===== src/rtl/phy_tx_lane_serializer.sv =====
// Serialises a LANES x WIDTH word onto one WIDTH-bit stream, lane 0 first; first symbol 1 cycle after accept.
// One-word pending buffer gives bubble-free back-to-back words; in_ready drops while pending is full outside the last slot.
module phy_tx_lane_serializer #(
  parameter int              LANES    = 4,
  parameter int              WIDTH    = 8,
  parameter logic [WIDTH-1:0] IDLE_SYM = 8'hBC
) (
  input  logic                   clk,
  input  logic                   reset_L,
  input  logic [LANES*WIDTH-1:0] in_data,
  input  logic [LANES-1:0]       in_lane_valid,
  input  logic                   in_valid,
  output logic                   in_ready,
  output logic [WIDTH-1:0]       data_out,
  output logic                   valid_out,
  output logic [LANES*WIDTH-1:0] probe_data,
  output logic                   probe_valid,
  output logic                   busy
);

  localparam int SLOT_W = $clog2(LANES);
  localparam int WORD_W = LANES * WIDTH;

  typedef enum logic {IDLE, SEND} state_t;

  state_t              state, state_nxt;
  logic [SLOT_W-1:0]   slot, slot_nxt;
  logic [WORD_W-1:0]   shift_dat, shift_dat_nxt;
  logic [LANES-1:0]    shift_lv, shift_lv_nxt;
  logic [WORD_W-1:0]   pend_dat, pend_dat_nxt;
  logic [LANES-1:0]    pend_lv, pend_lv_nxt;
  logic                pending_full, pending_full_nxt;
  logic [WIDTH-1:0]    data_out_nxt;
  logic                valid_out_nxt;
  logic                last_slot;
  logic                accept;

  assign last_slot = (state == SEND) && (slot == SLOT_W'(LANES - 1));
  assign in_ready  = reset_L & (~pending_full | last_slot);
  assign accept    = in_valid & in_ready;
  assign busy      = (state == SEND) | pending_full;

  always_comb begin
    state_nxt        = state;
    slot_nxt         = slot;
    shift_dat_nxt    = shift_dat;
    shift_lv_nxt     = shift_lv;
    pend_dat_nxt     = pend_dat;
    pend_lv_nxt      = pend_lv;
    pending_full_nxt = pending_full;
    data_out_nxt     = IDLE_SYM;
    valid_out_nxt    = 1'b0;

    case (state)
      IDLE: begin
        if (accept) begin
          state_nxt     = SEND;
          slot_nxt      = '0;
          shift_dat_nxt = in_data;
          shift_lv_nxt  = in_lane_valid;
        end
      end
      SEND: begin
        if (!last_slot) begin
          slot_nxt = slot + SLOT_W'(1);
          if (accept) begin
            pend_dat_nxt     = in_data;
            pend_lv_nxt      = in_lane_valid;
            pending_full_nxt = 1'b1;
          end
        end else begin
          slot_nxt = '0;
          // Pending word drains into the shifter; a same-edge accept refills pending.
          if (pending_full) begin
            shift_dat_nxt = pend_dat;
            shift_lv_nxt  = pend_lv;
            if (accept) begin
              pend_dat_nxt = in_data;
              pend_lv_nxt  = in_lane_valid;
            end else begin
              pending_full_nxt = 1'b0;
            end
          end else if (accept) begin
            shift_dat_nxt = in_data;
            shift_lv_nxt  = in_lane_valid;
          end else begin
            state_nxt = IDLE;
          end
        end
      end
      default: state_nxt = IDLE;
    endcase

    if (state_nxt == SEND && shift_lv_nxt[slot_nxt]) begin
      data_out_nxt  = shift_dat_nxt[slot_nxt*WIDTH +: WIDTH];
      valid_out_nxt = 1'b1;
    end
  end

  always_ff @(posedge clk) begin
    if (!reset_L) begin
      state        <= IDLE;
      slot         <= '0;
      shift_dat    <= '0;
      shift_lv     <= '0;
      pend_dat     <= '0;
      pend_lv      <= '0;
      pending_full <= 1'b0;
      data_out     <= IDLE_SYM;
      valid_out    <= 1'b0;
      probe_data   <= '0;
      probe_valid  <= 1'b0;
    end else begin
      state        <= state_nxt;
      slot         <= slot_nxt;
      shift_dat    <= shift_dat_nxt;
      shift_lv     <= shift_lv_nxt;
      pend_dat     <= pend_dat_nxt;
      pend_lv      <= pend_lv_nxt;
      pending_full <= pending_full_nxt;
      data_out     <= data_out_nxt;
      valid_out    <= valid_out_nxt;
      probe_valid  <= ~in_valid;
      if (!in_valid) begin
        probe_data <= in_data;
      end
    end
  end

endmodule

===== config.mk =====
export PLATFORM = sky130hd
export DESIGN_NAME = phy_tx_lane_serializer
export DESIGN_NICKNAME = d
export VERILOG_FILES = /design/src/rtl/phy_tx_lane_serializer.sv
export SDC_FILE = /design/constraint.sdc
export NUM_CORES = 1
export LEC_CHECK = 0
export ABC_AREA = 1
export BUFFER_PORTS_ARGS = -buffer_cell sky130_fd_sc_hd__buf_2
export CAP_MARGIN = 20
export CORE_MARGIN = 2
export CORE_UTILIZATION = 61
export CTS_CLUSTER_SIZE = 25
export DETAILED_ROUTE_END_ITERATION = 6
export GPL_TIMING_DRIVEN = 0
export PLACE_DENSITY = 0.9
export SLEW_MARGIN = 10
export SYNTH_ARGS = -nofsm -noshare
export SYNTH_HDL_FRONTEND = slang
export SYNTH_SLANG_ARGS = --single-unit

===== constraint.sdc =====
create_clock -name clk -period 3.3 [get_ports clk]
set_clock_uncertainty 0.05 [all_clocks]
set_input_delay 0.66 -clock clk [delete_from_list [all_inputs] [get_ports clk]]
set_output_delay 0.66 -clock clk [all_outputs]
set_load 0.01 [all_outputs]

### After elaboration in Yosys (flattened, before gate mapping)

Index checks and enable logic that the tools add are counted.
Widths: inputs -> output; s select.

| cells by class | value |
|---|---|
| $add $sub $neg | 1 |
| magnitude comparators | 1 |
| equality and inequality tests | 2 |
| shift-type cells | 1 |
| muxes and demuxes | 27 |
| bitwise operators | 7 |
| reduce and logical (&&, ||, !) cells | 6 |

Operators with widths:

| kind | number |
|---|---|
| $mux 32 | 6 |
| $pmux 32 s2 | 1 |
| $shiftx 32x6->8 | 1 |
| $mux 4 | 6 |
| $mux 1 | 8 |
| $pmux 4 s2 | 1 |
| $reduce_and 2->1 | 3 |
| $mux 2 | 2 |
| $pmux 2 s2 | 1 |
| $lt 2x3->1 const B | 1 |
| $not 1->1 | 3 |
| $add 2x1->2 const B | 1 |
| $and 1x1->1 | 2 |
| $bmux 1 s2 | 1 |
| $eq 2x2->1 const B | 1 |
| $logic_and 1x1->1 | 2 |
| $ne 2x2->1 const B | 1 |
| $or 1x1->1 | 2 |
| $pmux 1 s2 | 1 |
| $reduce_bool 2->1 | 1 |

| word-level totals | value |
|---|---|
| bits in registers | 118 |
| output and inout port bits | 44 |

### Logic depth before layout (Yosys ltp)

Gate-level depths: netlist of the first run.

| logic depth | value |
|---|---|
| depth in word-level cells | 13 |
| mapped depth | 13 |
| mapped depth without buffers | 12 |

### Worst setup path after synthesis of the first run

No wires, ideal clock.

| timing path | value |
|---|---|
| path type | input-to-output |
| start point | input reset_L |
| end point | output in_ready |
| data arrival time | 1.485 ns |
| path slack | 1.105 ns |
| stages on the path | 4 |
| path buffers | 2 |
| cells stage by stage | clkbuf_1 -> inv_2 -> buf_1 -> a21oi_1 |

| on the way | value |
|---|---|
| longest elaborated chain between the ends | 1 |

Ends and longest elaborated chain:

| element | RTL line | RTL |
|---|---|---|
| from (decl) | 9 | `input logic reset_L,` |
| $and 1x1->1 | 39 | `assign in_ready = reset_L & (~pending_full \| last_slot);` |
| to (decl) | 13 | `output logic in_ready,` |

Every way passes these cells.

### Worst setup path in the final report of the first run

Ends and elaborated chain as after synthesis.

==> summary.txt, run 1 <==
Worst-Margin Slew - 701.7 ps
Vias - 5671
Mean number of vias per cell - 6.144
Clock sinks - 118
Seq/Total Area, Yosys - 45.86%
Vias in the first global route - 5399
PostCTS Resize Cnt - 0
Number of remaining DRC errors - 0
Post-DRT Antenna Nets - 0
Worst setup SP type - primary input
CTS Hold Bufs - 0
Syn_nets - 745
Post-CTS Setup Repair Bufs - 0
DRT Pass-1 Iters - 6
Largest net degree at the start of global routing - 17
HPWL reported at the end of detailed placement - 11230 um
Die area - 9196 sq um
Root Driver - clkbuf_8
Area of the multi-input gates - 2232 sq um
Synth-to-layout area growth - 21.88%
# nets final - 846
Iteration-0 DRC Markers - 662
Setup_tns - 0 ps
Core Rows - 33
Area of the core - 8217 sq um
IO Port Bufs - 82
CP Class - in2out
Share of post-route cells with drive strength above 1 - 17.24%
R2R setup slack - 840 ps
Yosys cell types - 18
CTS Buf Count - 17
Pre-CTS setup slack - 363.5 ps
Status - complete, no violations
GR Util All Layers - 37.45%
Leakage - 2.928 nW
Final Cycle Share - 90.74%
CTS tree - yes
Mapped Cells - 705
Clock-pin slew on the worst setup and hold paths - 60 ps
Initial Util - 62.69%
RR Endpoint - data_out[6]
Element type at the critical path end - output port
Cells on worst reg2reg path - 9
WP data arrival - 2280 ps
Routed len/inst - 18.03 um
Worst hold slack - 353.3 ps
Register area - 2362 sq um
Routability cong. - 0.9953
Max cap viols - 0
Deepest clock path buffer count - 2
Hold Path Class - in2reg
Final worst setup slack - 305.7 ps
Worst setup path startpoint - reset_L
Final setup viols - 0
PD cells - 647.6 nW/um^2
RSZ-0062 raised after global routing - no
Critical path required time - 2590 ps
Io pins - 83
DRT Wirelength - 16640 um
Clk Latency, worst-skew pair - 530 ps
Synth warn - 0
Final Max Slew Viols - 0
Crit path time final - 2994 ps
Die Y - 95.90 um
Max-slew headroom - 53.22%
Synthesized area per cell - 7.307 sq um
Flops & latches, synth - 118
Final Hold Vio Count - 0
CP endpoint - in_ready
Grt total ovfl - 0
Die W - 95.90 um
# diodes - 0
First-pass GRT wire length - 25970 um
Initial antenna violation count - 0
Worst-path maximum fanout - 10
H-tree depth - 4
Worst VDD drop - 0.5266 mV
Maximum clock frequency - 334.0 MHz
Synth Cell Area - 5151 sq um
Filler cells - 601
Overall power - 0.004066 W
Worst R2R Start - slot[0]
[worst min-delay path by stage]
stage	endpoint	start	cells after the start	slack, ps
floorplan	pend_lv[0]	pend_lv[0]	2	390
global placement	pend_lv[0]	pend_lv[0]	2	400
detailed placement	pend_lv[1]	pend_lv[1]	2	410
CTS	pend_lv[0]	in_lane_valid[0]	3	350
global route	pend_lv[0]	in_lane_valid[0]	3	360
finish	pend_lv[0]	in_lane_valid[0]	3	350
[cells by family after synthesis]
group | count (synthesis) | synth area share, %
buffers and inverters | 135 | 10.81
DFF | 118 | 45.86
and+or+nand+nor | 251 | 22.03
AOI/OAI and AO/OA | 200 | 21.06
adders and majority gates | 1 | 0.2429
[layout make-up]
type                            instances  share of cell area, %
Sequential cell                       118                  37.62
Multi-Input combinational cell        452                  35.55
Clock buffer                           19                  6.875
Timing Repair Buffer                   82                  6.536
Inverter                               79                  4.723
Buffer                                 56                  4.145
Clock inverter                         12                  2.451
Tap cell                              105                  2.092
[power by group]
group	switching, W	internal (W)
Clock	0.000664	0.00116
Sequential	0.0000507	0.00153
Combinational	0.000442	0.000210
Total	0.00116	0.00291
[synth_stat cells (all sizes together)]
cell type  number  area (sq um)
ha              1         12.51
a21oi         102         510.5
nor2           26         100.1
o21ai          66         334.1
clkinv          1         3.750
dfxtp         118          2362
clkbuf         29         108.9
nand2         109         409.1
buf            27         151.4
nand3          80         400.4
inv            78         292.8
nand4          36         225.2
a22oi          32         240.2
[worst max-delay path: stages]
cell and delay [ps]:
buf_2 120, clkbuf_1 480, inv_2 250, buf_1 340, a21oi_1 260, buf_2 160
[sequential cells by signal, summed over array words and instances, names as in the netlist]
| name | cells |
|---|---|
| valid_out | 1 |
| pending_full | 1 |
| shift_dat | 32 |
| data_out | 8 |
| probe_valid | 1 |
| state | 1 |
| pend_dat | 32 |
| pend_lv | 4 |
| slot | 2 |
| shift_lv | 4 |
| probe_data | 32 |
[metrics by stage]
stage	utilization (%)	cell area (sq um)	instances
4_1_cts	76.41	6279	923
5_1_grt	76.41	6279	923
6_report	76.41	6279	923
3_5_place_dp	69.29	5693	892
3_3_place_gp	69.29	5693	892
2_1_floorplan	-	5151	705
[placed cells by master (no fill, tap or decap), types with 16 or more instances in the layout]
cell	synthesis	routed
o21ai_0	65	65
inv_1	76	76
clkbuf_16	0	16
a22oi_1	32	32
nand2_1	109	109
nand4_1	36	36
nor2_1	25	25
buf_2	22	104
clkbuf_1	29	30
a21oi_1	102	102
nand3_1	80	80
dfxtp_1	118	118
[routing by layer]
| layer | track usage, % | vias to the layer above | wire (um) |
|---|---|---|---|
| li1 | - | 2601 | - |
| met1 | 46.03 | 2593 | 6367 |
| met2 | 60.26 | 392 | 7686 |
| met3 | 8.771 | 85 | 1801 |
| met4 | 21.19 | 0 | 784 |
| met5 | 0 | - | 0 |
Power figures use the tool's default switching activity.
==> inputs of run 2 (changes only) <==
--- a/config.mk
+++ b/config.mk
@@ -8,12 +8,14 @@
 export ABC_AREA = 1
 export BUFFER_PORTS_ARGS = -buffer_cell sky130_fd_sc_hd__buf_2
 export CAP_MARGIN = 20
+export CELL_PAD_IN_SITES_DETAIL_PLACEMENT = 1
+export CELL_PAD_IN_SITES_GLOBAL_PLACEMENT = 2
 export CORE_MARGIN = 2
-export CORE_UTILIZATION = 61
+export CORE_UTILIZATION = 34
 export CTS_CLUSTER_SIZE = 25
 export DETAILED_ROUTE_END_ITERATION = 6
 export GPL_TIMING_DRIVEN = 0
-export PLACE_DENSITY = 0.9
+export PLACE_DENSITY = 0.93
 export SLEW_MARGIN = 10
 export SYNTH_ARGS = -nofsm -noshare
 export SYNTH_HDL_FRONTEND = slang
==> summary.txt, run 2 (synthesis gave the netlist of run 1 again) <==
Status - complete, no violations
Number of remaining DRC errors - 0
H-tree depth - 4
Leakage - 2.940 nW
Initial Util - 35.18%
Maximum clock frequency - 339.5 MHz
Largest regs - pend_dat (32), probe_data (32), shift_dat (32)
Core Rows - 44
Worst-path maximum fanout - 10
Element type at the critical path end - output port
Area of the core - 14640 sq um
Final Hold Vio Count - 0
Root Driver - clkbuf_16
Mean number of vias per cell - 5.473
Internal - 0.002949 W
Io pins - 83
DRT Pass-1 Iters - 5
Clock power frac - 45.2%
Part of the power in registers - 38.6%
Deepest clock path buffer count - 2
Critical path required time - 2590 ps
Hold Path Class - reg2reg
Crit path time final - 2946 ps
DRT Wirelength - 19330 um
Logic pwr share - 16.3%
Sw Pwr - 0.001166 W
Final Max Slew Viols - 0
Filler cells - 1837
Iteration-0 DRC Markers - 287
Max cap viols - 0
Clock sinks - 118
Die W - 127.1 um
PostCTS Resize Cnt - 0
GR Util All Layers - 24.45%
CTS Hold Bufs - 0
Clock-pin slew on the worst setup and hold paths - 50 ps
# diodes - 0
Initial antenna violation count - 0
Die area - 16150 sq um
PD cells - 644.1 nW/um^2
Largest net degree at the start of global routing - 17
CTS Buf Count - 17
Post-CTS Setup Repair Bufs - 0
IO Port Bufs - 82
Routed len/inst - 19.27 um
Net Sw Frac - 28.32%
CP Class - in2out
Grt total ovfl - 0
Vias in the first global route - 5772
Routability cong. - 0.8946
Clk Latency, worst-skew pair - 420 ps
# nets final - 846
Max-slew headroom - 52.09%
Die Y - 127.1 um
Setup_tns - 0 ps
Final Cycle Share - 89.27%
Post-DRT Antenna Nets - 0
Share of post-route cells with drive strength above 1 - 17.22%
Overall power - 0.004115 W
Worst-Margin Slew - 718.6 ps
Final setup viols - 0
Most common cell after layout, fill and taps aside - dfxtp_1
CTS tree - yes
Most frequent cells in the layout - dfxtp_1, nand2_1, buf_2
Vias - 5489
Worst setup SP type - primary input
Synth-to-layout area growth - 24.02%
Worst VDD drop - 0.4173 mV
HPWL reported at the end of detailed placement - 13920 um
RSZ-0062 raised after global routing - no
First-pass GRT wire length - 30700 um
WP data arrival - 2240 ps
[run 2: cell count changes in the layout (fill, tap and decap cells not counted), sizes merged]
cell and change:
bufinv -1, inv -1, clkinv -1, clkbuf +5, clkinvlp -1
[run 2: per-layer routing]
metal / wire, um / GRT usage [%]
met1: 8642 / 31.42
met2: 9304 / 41.68
met3: 959 / 3.811
met4: 425 / 8.920
met5: 0 / 0
[run 2: final timing paths]
check             startpoint          end  slack (ps)  depth (start not counted)
setup reg to reg     slot[0]  data_out[6]         820                          9
setup / recovery     reset_L     in_ready         350                          6
hold / removal    pend_lv[0]   pend_lv[0]         430                          2
hold reg to reg   pend_lv[0]   pend_lv[0]         430                          2
[run 2: critical path, cell delays in order]
cell and delay (ps):
buf_2 120, clkbuf_1 500, inv_2 250, buf_1 350, a21oi_1 210, buf_2 150
[run 2: layout make-up]
type                    instances  area [sq um]  share of cell area (%)
repair buffers                 82         410.4                   6.424
plain buffers                  56         260.3                   4.074
clock inverters                 8         95.09                   1.488
inverters                      79         296.5                   4.642
multi-input cells             452          2232                   34.94
well taps                     184         230.2                   3.604
flip-flops and latches        118          2362                   36.98
clock buffers                  24         501.7                   7.853
[run 2: power by group through the flow]
stage / Clock [W] / Combinational (W) / Sequential (W)
floorplan: 0 / 0.000389 / 0.00162
detailed placement: 0 / 0.000657 / 0.00161
finish: 0.00186 / 0.000670 / 0.00159
global placement: 0 / 0.000634 / 0.00161
CTS: 0.00188 / 0.000664 / 0.00159
global route: 0.00194 / 0.000740 / 0.00160
[run 2: per-stage QoR]
stage / util (%) / cells / hold WS (ps) / worst slack (ps) / instance area, sq um
final: 43.63 / 1003 / 426.5 / 354.2 / 6389
after detailed placement: 39.55 / 971 / 418.5 / 389.2 / 5792
after floorplan: - / 705 / 390.3 / 1105 / 5151
after global placement: 39.55 / 971 / 403.5 / 428.2 / 5792
after global routing: 43.63 / 1003 / 437.6 / 310.6 / 6389
after CTS: 43.63 / 1003 / 429.3 / 398.4 / 6389
==> inputs of run 3 (changes only) <==
--- a/config.mk
+++ b/config.mk
@@ -11,11 +11,11 @@
 export CELL_PAD_IN_SITES_DETAIL_PLACEMENT = 1
 export CELL_PAD_IN_SITES_GLOBAL_PLACEMENT = 2
 export CORE_MARGIN = 2
-export CORE_UTILIZATION = 34
+export CORE_UTILIZATION = 32
 export CTS_CLUSTER_SIZE = 25
 export DETAILED_ROUTE_END_ITERATION = 6
 export GPL_TIMING_DRIVEN = 0
-export PLACE_DENSITY = 0.93
+export PLACE_DENSITY = 0.89
 export SLEW_MARGIN = 10
 export SYNTH_ARGS = -nofsm -noshare
 export SYNTH_HDL_FRONTEND = slang
==> constraint.sdc (replaced) <==
create_clock -name clk -period 3 [get_ports clk]
set_clock_uncertainty 0.05 [all_clocks]
set_input_delay 0.6 -clock clk [delete_from_list [all_inputs] [get_ports clk]]
set_output_delay 0.6 -clock clk [all_outputs]
set_load 0.01 [all_outputs]
==> summary.txt, run 3 (synthesis gave the netlist of run 1 again) <==
Status - complete, no violations
Largest regs - pend_dat (32), probe_data (32), shift_dat (32)
Internal - 0.003371 W
Iteration-0 DRC Markers - 251
Worst R2R Start - slot[0]
WP data arrival - 2180 ps
Core Rows - 46
Grt total ovfl - 0
Cells on worst reg2reg path - 9
Filler cells - 1970
Met2 Usage GRT - 39.92%
Logic pwr share - 15.8%
PostCTS Resize Cnt - 0
Clock power frac - 46.7%
CTS Buf Count - 17
H-tree depth - 4
Net Sw Frac - 27.59%
Worst VDD drop - 0.4131 mV
Number of remaining DRC errors - 0
CTS tree - yes
Root Driver - clkbuf_16
Mean number of vias per cell - 5.269
GR Util All Layers - 23.79%
Area of the core - 15830 sq um
Part of the power in registers - 37.5%
Placed insts - 1003
Worst-Margin Slew - 648.1 ps
Maximum clock frequency - 352.8 MHz
DRT Wirelength - 19390 um
Sw Pwr - 0.001284 W
WHS Path Cells - 3
Final Non-Filler Cells - 1035
# diodes - 0
Critical path required time - 2350 ps
Die area - 17130 sq um
Io pins - 83
Final Hold Vio Count - 0
Initial Util - 32.55%
Die W - 130.9 um
Clk Latency, worst-skew pair - 430 ps
Clock-pin slew on the worst setup and hold paths - 60 ps
Max-slew headroom - 56.80%
Hold EP - pend_lv[1]
RSZ-0062 raised after global routing - no
Routability cong. - 0.8697
Hold Path Class - in2reg
# nets final - 846
Worst setup SP type - primary input
Global Route met3 Usage - 4.764%
Max cap viols - 0
Share of post-route cells with drive strength above 1 - 16.97%
Final setup viols - 0
R2R setup slack - 640 ps
Final Cycle Share - 94.48%
Clock sinks - 118
CP Class - in2out
Top Usage Layer GRT - met2
DRT Pass-1 Iters - 5
Post-DRT Antenna Nets - 0
Post-CTS Setup Repair Bufs - 0
IO Port Bufs - 82
Deepest clock path buffer count - 2
HPWL reported at the end of detailed placement - 13920 um
Most common cell after layout, fill and taps aside - dfxtp_1
Largest net degree at the start of global routing - 17
PD cells - 720.8 nW/um^2
Vias - 5453
Worst-path maximum fanout - 10
Crit path time final - 2834 ps
Worst hold start - in_lane_valid[1]
First-pass GRT wire length - 30450 um
Element type at the critical path end - output port
Routed len/inst - 18.74 um
Die Y - 130.9 um
Setup_tns - 0 ps
CTS Hold Bufs - 0
Initial antenna violation count - 0
Most frequent cells in the layout - dfxtp_1, nand2_1, buf_2
RR Endpoint - data_out[6]
Leakage - 2.948 nW
Synth-to-layout area growth - 25.38%
M1 GR Usage - 30.35%
Final Max Slew Viols - 0
Vias in the first global route - 5756
run 3: cell count changes in the layout (fill, tap and decap cells not counted), sizes merged:
cell | previous run | this run
bufinv | 2 | 4
clkinv | 5 | 3
run 3: critical path: stages:
cell and delay (ps):
buf_2 110, clkbuf_1 500, inv_2 250, buf_1 330
a21oi_1 220, buf_2 160
run 3: metal layers:
layer	share of wire, %	vias to the layer above
met5	0	-
met3	4.3	32
met1	46	2684
met2	48	140
met4	2.1	0
li1	-	2597
run 3: area by class of cell:
type / count / area [sq um] / share of cell area, %
Clock buffer: 24 / 481.7 / 7.458
Inverter: 79 / 296.5 / 4.591
Tap cell: 216 / 270.3 / 4.184
Sequential cell: 118 / 2362 / 36.58
Buffer: 56 / 260.3 / 4.029
Clock inverter: 8 / 145.1 / 2.247
Multi-Input combinational cell: 452 / 2232 / 34.56
Timing Repair Buffer: 82 / 410.4 / 6.354
run 3: worst max-delay path by stage:
stage | from | end | slack, ps | depth (start not counted)
2_1_floorplan | reset_L | in_ready | 930 | 4
3_3_place_gp | reset_L | in_ready | 230 | 6
3_5_place_dp | reset_L | in_ready | 170 | 6
4_1_cts | reset_L | in_ready | 180 | 6
5_1_grt | reset_L | in_ready | 90 | 6
6_report | reset_L | in_ready | 170 | 6
run 3: power groups by stage:
stage	clock network (W)	logic (W)	registers, W
floorplan	0	0.000428	0.00179
global placement	0	0.000696	0.00177
detailed placement	0	0.000724	0.00177
CTS	0.00220	0.000731	0.00174
global route	0.00227	0.000815	0.00176
finish	0.00217	0.000736	0.00174
run 3: through the flow:
stage | hold slack, ps | area [sq um] | utilization, % | power [W] | setup slack, ps
6_report | 391.9 | 6459 | 40.81 | 0.004656 | 165.7
5_1_grt | 399.8 | 6459 | 40.81 | 0.004842 | 94.85
4_1_cts | 374.6 | 6459 | 40.81 | 0.004678 | 177.7
3_5_place_dp | 411.8 | 5832 | 36.85 | 0.002499 | 172.8
3_3_place_gp | 403.9 | 5832 | 36.85 | 0.002465 | 227.6
2_1_floorplan | 390.3 | 5151 | - | 0.002215 | 925.5
